**src/rtl/fact_share_arbiter_pkg.sv**
```systemverilog
// Shared types and helpers for the factorial-unit sharing arbiter.
// State encoding matches the compiled unit's wrapper so traces line up.
package fact_share_arbiter_pkg;

    typedef enum logic [1:0] {
        ARB_IDLE  = 2'd0,
        ARB_ISSUE = 2'd1,
        ARB_WAIT  = 2'd2,
        ARB_RESP  = 2'd3
    } arb_state_t;

    localparam int INT_N = 16;

    // Position reached by stepping 'offset' places past 'base' on a ring of n.
    function automatic int rr_index(input int base, input int offset, input int n);
        return (base + offset) % n;
    endfunction

endpackage

```
**src/rtl/fact_share_arbiter_rr_pick.sv**
```systemverilog
// Combinational round-robin select: first asserted request after ptr, wrapping.
module rr_pick
    import fact_share_arbiter_pkg::*;
#(
    parameter int N  = 4,
    parameter int IW = 3
) (
    input  logic [N-1:0]  req,
    input  logic [IW-1:0] ptr,
    output logic          grant_valid,
    output logic [IW-1:0] grant_idx
);

    // Walk from the farthest offset to the nearest so the nearest hit wins.
    always_comb begin
        grant_valid = 1'b0;
        grant_idx   = '0;
        for (int k = N; k >= 1; k--) begin
            for (int i = 0; i < N; i++) begin
                if (req[i] && (rr_index(int'(ptr), k, N) == i)) begin
                    grant_valid = 1'b1;
                    grant_idx   = IW'(i);
                end
            end
        end
    end

endmodule

```
**src/rtl/fact_share_arbiter.sv**
```systemverilog
// Shares one handshake compute unit among N requesters, one transaction at a time,
// with round-robin acceptance and results routed back to the issuing requester.
module fact_share_arbiter
    import fact_share_arbiter_pkg::*;
#(
    parameter int N  = 4,
    parameter int W  = INT_N,
    parameter int IW = 3
) (
    input  logic           clk,
    input  logic           nrst,
    input  logic [N-1:0]   req_in_valid,
    output logic [N-1:0]   req_in_ready,
    input  logic [N*W-1:0] req_in0,
    output logic [N-1:0]   req_out_valid,
    input  logic [N-1:0]   req_out_ready,
    output logic [N*W-1:0] req_out0,
    output logic           unit_in_valid,
    input  logic           unit_in_ready,
    output logic [W-1:0]   unit_in0,
    input  logic           unit_out_valid,
    output logic           unit_out_ready,
    input  logic [W-1:0]   unit_out0,
    output logic           busy,
    output logic [IW-1:0]  owner
);

    arb_state_t    state_reg;
    logic [IW-1:0] ptr_reg;
    logic [IW-1:0] owner_reg;
    logic [W-1:0]  operand_reg;
    logic [W-1:0]  result_reg;

    logic          grant_valid;
    logic [IW-1:0] grant_idx;
    logic [N-1:0]  grant_onehot;
    logic [N-1:0]  owner_onehot;
    logic [W-1:0]  grant_operand;
    logic          consume;

    rr_pick #(
        .N  (N),
        .IW (IW)
    ) u_pick (
        .req         (req_in_valid),
        .ptr         (ptr_reg),
        .grant_valid (grant_valid),
        .grant_idx   (grant_idx)
    );

    generate
        for (genvar gi = 0; gi < N; gi++) begin : g_lane
            assign grant_onehot[gi]     = grant_valid && (grant_idx == IW'(gi));
            assign owner_onehot[gi]     = (owner_reg == IW'(gi));
            assign req_out0[gi*W +: W]  = req_out_valid[gi] ? result_reg : '0;
        end
    endgenerate

    always_comb begin
        grant_operand = '0;
        for (int i = 0; i < N; i++) begin
            if (grant_onehot[i]) grant_operand = req_in0[i*W +: W];
        end
    end

    // Acceptance is combinational; gating with nrst keeps it quiet during reset.
    assign req_in_ready   = (nrst && state_reg == ARB_IDLE) ? grant_onehot : '0;
    assign req_out_valid  = (state_reg == ARB_RESP) ? owner_onehot : '0;
    assign consume        = |(req_out_valid & req_out_ready);
    assign unit_in_valid  = (state_reg == ARB_ISSUE);
    assign unit_in0       = operand_reg;
    assign unit_out_ready = (state_reg == ARB_WAIT);
    assign busy           = (state_reg != ARB_IDLE);
    assign owner          = owner_reg;

    always_ff @(posedge clk or negedge nrst) begin
        if (!nrst) begin
            state_reg   <= ARB_IDLE;
            ptr_reg     <= IW'(N - 1);
            owner_reg   <= '0;
            operand_reg <= '0;
            result_reg  <= '0;
        end else begin
            case (state_reg)
                ARB_IDLE: begin
                    if (grant_valid) begin
                        operand_reg <= grant_operand;
                        owner_reg   <= grant_idx;
                        state_reg   <= ARB_ISSUE;
                    end
                end
                ARB_ISSUE: begin
                    if (unit_in_ready) state_reg <= ARB_WAIT;
                end
                ARB_WAIT: begin
                    if (unit_out_valid) begin
                        result_reg <= unit_out0;
                        state_reg  <= ARB_RESP;
                    end
                end
                ARB_RESP: begin
                    // Last owner becomes lowest priority for the next pick.
                    if (consume) begin
                        ptr_reg   <= owner_reg;
                        owner_reg <= '0;
                        state_reg <= ARB_IDLE;
                    end
                end
                default: state_reg <= ARB_IDLE;
            endcase
        end
    end

endmodule

```
**config.mk**
```make
export PLATFORM = sky130hd
export DESIGN_NAME = fact_share_arbiter
export DESIGN_NICKNAME = d
export VERILOG_FILES = /design/src/rtl/fact_share_arbiter_pkg.sv /design/src/rtl/fact_share_arbiter_rr_pick.sv /design/src/rtl/fact_share_arbiter.sv
export SDC_FILE = /design/constraint.sdc
export NUM_CORES = 1
export LEC_CHECK = 0
export CAP_MARGIN = 40
export CORE_MARGIN = 5
export CORE_UTILIZATION = 39
export DETAILED_ROUTE_END_ITERATION = 10
export PLACE_DENSITY_LB_ADDON = 0.25
export SETUP_SLACK_MARGIN = 0.4
export SYNTH_ARGS = -nofsm -noshare
export SYNTH_HDL_FRONTEND = slang
export SYNTH_SLANG_ARGS = --single-unit
export TNS_END_PERCENT = 5
```
**constraint.sdc**
```tcl
create_clock -name clk -period 3.69 [get_ports clk]
set_input_delay 0.738 -clock clk [delete_from_list [all_inputs] [get_ports clk]]
set_output_delay 0.738 -clock clk [all_outputs]
set_load 0.005 [all_outputs]
```
==> impl_metrics.ini, run 1 <==
[timing]
finalSetupTns_ns = 0
skew_ns = 0.00357
slew_violations = 0
setup_violations = 0
hold_viol_final = 0
max_freq_mhz = 310
slew_headroom_pct = 54.4
fin_crit_sh_pct = 87.3
worst_pin_slew_ns = 0.683
layout_min_cycle_time_ns = 3.22
rsz0062_at_grt = true

[floorplanning]
die_w_um = 93.0
ioPinCount = 186
core_area_mm2 = 0.00676
placementRows = 30
dieArea_mm2 = 0.00865
initial_core_util_pct = 39.8
die_y_um = 93.0

[layout]
antenna_cells = 0
final_nets = 607
drive_gt1_share_pct = 8.81
area_delta_synth_final_pct = 76.2
design_area_mm2 = 0.00474

[synthesis]
yosysTopAreaCellShare_pct = 33.5
avgSynthCellArea_um2 = 8.10
synth_ff_type = dfrtp_1
netlist_area_mm2 = 0.00269
synth.distinct_cells = 38
synth_nets = 429
seq_area_frac_synth_pct = 35.5
yosys.area.top_type = dfrtp_1
ys_seq_elements = 38
yosys-top-cells-area = dfrtp_1, and2_1, mux2_2
synth_commonest_cells = and2_1, dfrtp_1, nor2_1
synth_most_common_cell = and2_1
yosys_warnings = 0
synthArstFlopShare_pct = 100
synth_edf_count = 0
synthCells = 332

[cts]
cts.htree.levels = 2
clockBufferDepth = 2
postCtsHoldBufs = 0
cts.clk_slew.worst_paths_ns = 0.08
cts.sinks = 38
clk_latency_ns = 0.28
cts_tree = yes
root_buffer = clkbuf_8
cts_made_buffers = 5

[global_route]
grt_pass1_wl_mm = 14.7
antenna_found_initial = 0
first_global_vias = 2871
grt_use_total_pct = 21.2
grt_max_degree = 39
overflow = 0

[power_and_ir_drop]
peakVddDrop_mv = 0.306
powerDensity_mw_per_mm2 = 593
p_leak_nw = 1.92

[placed_design]
dp_hpwl_mm = 7.87
io_buffers = 184
place_congestion = 0.877
place_area_mm2 = 0.00459

[min_path]
min-delay-path-class = primary input to async pin

[drt]
drt_iter0_drc = 107
via_per_inst = 5.10
drtAntennaViolNets = 0
firstDrtPassIters = 4
wl_per_cell_um = 16.1
totalWireLength_mm = 9.52
via_count = 3017
drc_errors = 0

[critical_path]
cp.arrival_ns = 2.48
r2r_slack_ns = 1.75
cp_cell_sequence = clkdlybuf4s50_1 > nor2_1 > a221o_1 > nand2_1 > nor2_1 > clkdlybuf4s50_1
cp_top_family = buffers and inverters
start_kind = primary input
required_ns = 2.95
worst-path-max-fanout = 6
crit_path_end_kind = output pin
cp_slowest_cell = clkdlybuf4s50_1
cp_slowest_stage_delay_ns = 0.58
path_class = primary input to output pin
path_buf_inv = 2

[outcome]
outcome = complete, no violations

[run]
cap_violations = 0
[stage by stage]
stage,power [mW],utilization [%],setup slack [ns],cells,hold slack [ns]
2_1_floorplan,1.60,-,1.32,332,0.442
3_3_place_gp,2.33,67.9,0.334,582,0.527
3_5_place_dp,2.38,67.9,0.318,582,0.537
4_1_cts,2.83,70.0,0.403,590,0.549
5_1_grt,3.03,70.1,0.376,591,0.569
6_report,2.81,70.1,0.469,591,0.541
[worst paths after layout]
| kind | endpoint | start | cells after the start |
|---|---|---|---|
| max | req_in_ready[3] | req_in_valid[0] | 6 |
| min | unit_in0[0]$_DFFE_PN0P_ | nrst | 2 |
| max reg2reg | unit_in0[0]$_DFFE_PN0P_ | ptr_reg[1]$_DFFE_PN1P_ | 6 |
| min reg2reg | unit_in0[0]$_DFFE_PN0P_ | unit_in0[0]$_DFFE_PN0P_ | 2 |
| max in group asynchronous | ptr_reg[1]$_DFFE_PN1P_ | nrst | 2 |
| min in group clk | unit_in0[0]$_DFFE_PN0P_ | unit_in0[0]$_DFFE_PN0P_ | 2 |
[cell usage in the layout, fill, tap and decap left out, types with 2 or more instances in the layout]
cell type	netlist	layout
clkbuf_8	0	6
dfrtp_1	36	36
nor2b_1	6	5
buf_4	2	10
a221oi_1	3	3
ha_1	5	5
nor2_1	36	36
or2_2	2	2
dlygate4sd2_1	0	2
and3_1	3	3
nand2b_1	3	3
nand2_1	33	33
a21oi_1	6	5
dfstp_2	2	2
bufinv_16	0	2
o211ai_1	2	2
clkdlybuf4s50_1	0	180
o21ai_0	16	16
o221ai_1	3	3
o22ai_1	18	18
nand3_1	15	15
a31oi_1	13	13
and2_1	65	65
inv_1	9	9
mux2_2	18	18
mux2i_1	2	2
[report_power, final]
part | switching [mW] | internal [mW] | total [mW] | leakage, nW
logic | 0.669 | 0.875 | 1.54 | 1.40
clock network | 0.149 | 0.288 | 0.438 | 0.0714
registers | 0.187 | 0.640 | 0.827 | 0.443
total | 1.00 | 1.80 | 2.81 | 1.92
[routing by layer]
metal / part of all wire [%] / GRT usage, %
met3: 9.5 / 5.63
met2: 47 / 36.2
met1: 41 / 26.1
met5: 0 / 0
met4: 2.5 / 6.23
[layout make-up]
class	instances	area (um^2)
Clock buffer	6	82.6
Timing Repair Buffer	194	1910
Tap cell	80	100
Inverter	9	33.8
Multi-Input combinational cell	262	1600
Sequential cell	38	953
Fill cell	568	2020
Clock inverter	2	60.1
[logic make-up (layout without fill, tap and decap cells)]
family | after synthesis | in the layout | share of synthesized area (%)
compound gates | 68 | 68 | 16.0
fa+ha+maj | 5 | 5 | 2.33
buf+inv | 32 | 211 | 5.40
flops | 38 | 38 | 35.5
mux | 21 | 21 | 8.70
other cells | 1 | 1 | 0.139
simple gates | 167 | 167 | 32.0
[timing repair]
| action | in CTS | in global routing |
|---|---|---|
| gates resized for setup | 3 | 1 |
| buffers inserted | 0 | 1 |
| setup endpoints to repair | 2 | 2 |
Note: power is estimated with default switching activity, not from simulation.
==> run 2, diff against run 1 <==
CORE_UTILIZATION = 45   (was 39)
CTS_CLUSTER_SIZE = 20   (was not set)
DONT_BUFFER_PORTS = 1   (was not set)
==> impl_metrics.ini, run 2 (synthesis results as in run 1) <==
[critical_path]
reg2reg_depth = 5
cp_slowest_cell = dfstp_2
r2r-start = ptr_reg[1]$_DFFE_PN1P_
required_ns = 2.95
r2r_slack_ns = 1.64
crit_path_end = req_in_ready[1]
regToRegEndpoint = unit_in0[0]$_DFFE_PN0P_
cp.arrival_ns = 2.08
cp_cell_sequence = nor2b_1 > o311a_1 > nor2b_1 > nor2b_1
start_kind = flip-flop
crit_path_end_kind = output pin
worst-path-max-fanout = 14
cp-startpoint = ptr_reg[1]$_DFFE_PN1P_
path_class = flip-flop to output pin
worst_path_most_repeated_cell = nor2b_1
cp_slowest_stage_delay_ns = 0.66

[placed_design]
place_area_mm2 = 0.00270
dp.cells = 387
io_buffers = 0
place_congestion = 0.796
dp_hpwl_mm = 6.02

[global_route]
grt_max_degree = 40
grt_use_total_pct = 18.1
antenna_found_initial = 0
overflow = 0
grt_pass1_wl_mm = 11.0
first_global_vias = 2201

[timing]
max_freq_mhz = 355
finalSetupTns_ns = 0
slew_headroom_pct = 41.2
fin_crit_sh_pct = 76.2
setup_violations = 0
worst_pin_slew_ns = 0.879
skew_ns = 0.00945
layout_min_cycle_time_ns = 2.81
hold_viol_final = 0
rsz0062_at_grt = false
slew_violations = 0

[cts]
postCtsHoldBufs = 0
cts_made_buffers = 5
clockBufferDepth = 2
cts.clk_slew.worst_paths_ns = 0.07
cts_tree = yes
clk_latency_ns = 0.28
cts.sinks = 38
cts_setup_buffers = 0
ctsResizeCount = 0
cts.htree.levels = 2
root_buffer = clkbuf_8

[layout]
layoutNonFillerInstCount = 394
seq_area_um2 = 953
final_common_cell = and2_1
multi_input_area_mm2 = 0.00159
final_nets = 416
final_cell_mix = and2_1, nor2_1, dfrtp_1, nand2_1
design_area_mm2 = 0.00277
antenna_cells = 0
drive_gt1_share_pct = 10.3
area_delta_synth_final_pct = 3.16
fill_cells = 578

[power_and_ir_drop]
internal_power_mw = 1.19
p_seq_share_pct = 42.0
peakVddDrop_mv = 0.293
switchingPower_mw = 0.882
total_power_mw = 2.07
power_frac_comb_pct = 45.4
powerDensity_mw_per_mm2 = 746
p_leak_nw = 1.15
p_clk_share_pct = 12.6
switching_share_pct = 42.7

[drt]
wl_per_cell_um = 18.9
via_count = 2351
totalWireLength_mm = 7.46
firstDrtPassIters = 4
drt_iter0_drc = 57
drc_errors = 0
drtAntennaViolNets = 0
via_per_inst = 5.97

[run]
cap_violations = 0

[floorplanning]
die_w_um = 87.3
initial_core_util_pct = 46.0
placementRows = 28
dieArea_mm2 = 0.00762
die_y_um = 87.3
ioPinCount = 186
core_area_mm2 = 0.00585

[min_path]
min-delay-path-class = primary input to async pin

[outcome]
outcome = complete, no violations
run 2: power groups by stage:
stage | sequential, mW | combinational, mW | clock [mW]
2_1_floorplan | 0.778 | 0.825 | 0
3_3_place_gp | 0.866 | 0.917 | 0
3_5_place_dp | 0.879 | 0.945 | 0
4_1_cts | 0.872 | 0.944 | 0.272
5_1_grt | 0.904 | 1.06 | 0.287
6_report | 0.868 | 0.940 | 0.261
run 2: through the flow:
stage / setup slack, ns / util, % / hold slack [ns]
finish: 0.877 / 47.4 / 0.145
floorplan: 1.32 / - / 0.442
global route: 0.699 / 47.4 / 0.129
detailed placement: 1.07 / 46.1 / 0.443
CTS: 0.857 / 47.4 / 0.135
global placement: 1.10 / 46.1 / 0.443
run 2: routing by layer:
layer	vias up	GRT usage, %	part of all wire (%)
met2	139	32.1	49
met3	4	4.16	12
met1	1098	22.1	38
met5	-	0	0
met4	0	4.18	0.47
li1	1110	-	-
run 2: worst min path at each step:
stage | from | slack [ns] | end
finish | nrst | 0.14 | unit_in0[2]$_DFFE_PN0P_
global route | nrst | 0.13 | unit_in0[0]$_DFFE_PN0P_
CTS | nrst | 0.14 | unit_in0[2]$_DFFE_PN0P_
detailed placement | nrst | 0.44 | unit_in0[0]$_DFFE_PN0P_
global placement | nrst | 0.44 | unit_in0[0]$_DFFE_PN0P_
floorplan | nrst | 0.44 | owner[0]$_DFFE_PN0P_
run 2: critical path, delay by kind of cell (launching register included):
family | cells | cell delay (ns)
simple gates | 3 | 0.67
flops | 1 | 0.66
compound gates | 1 | 0.47
run 2: final cells by class:
cell class / count / share of cell area, %
clock buffers: 7 / 2.75
inverters: 9 / 1.22
multi-input cells: 262 / 57.5
flip-flops and latches: 38 / 34.4
well taps: 75 / 3.38
repair buffers: 3 / 0.812
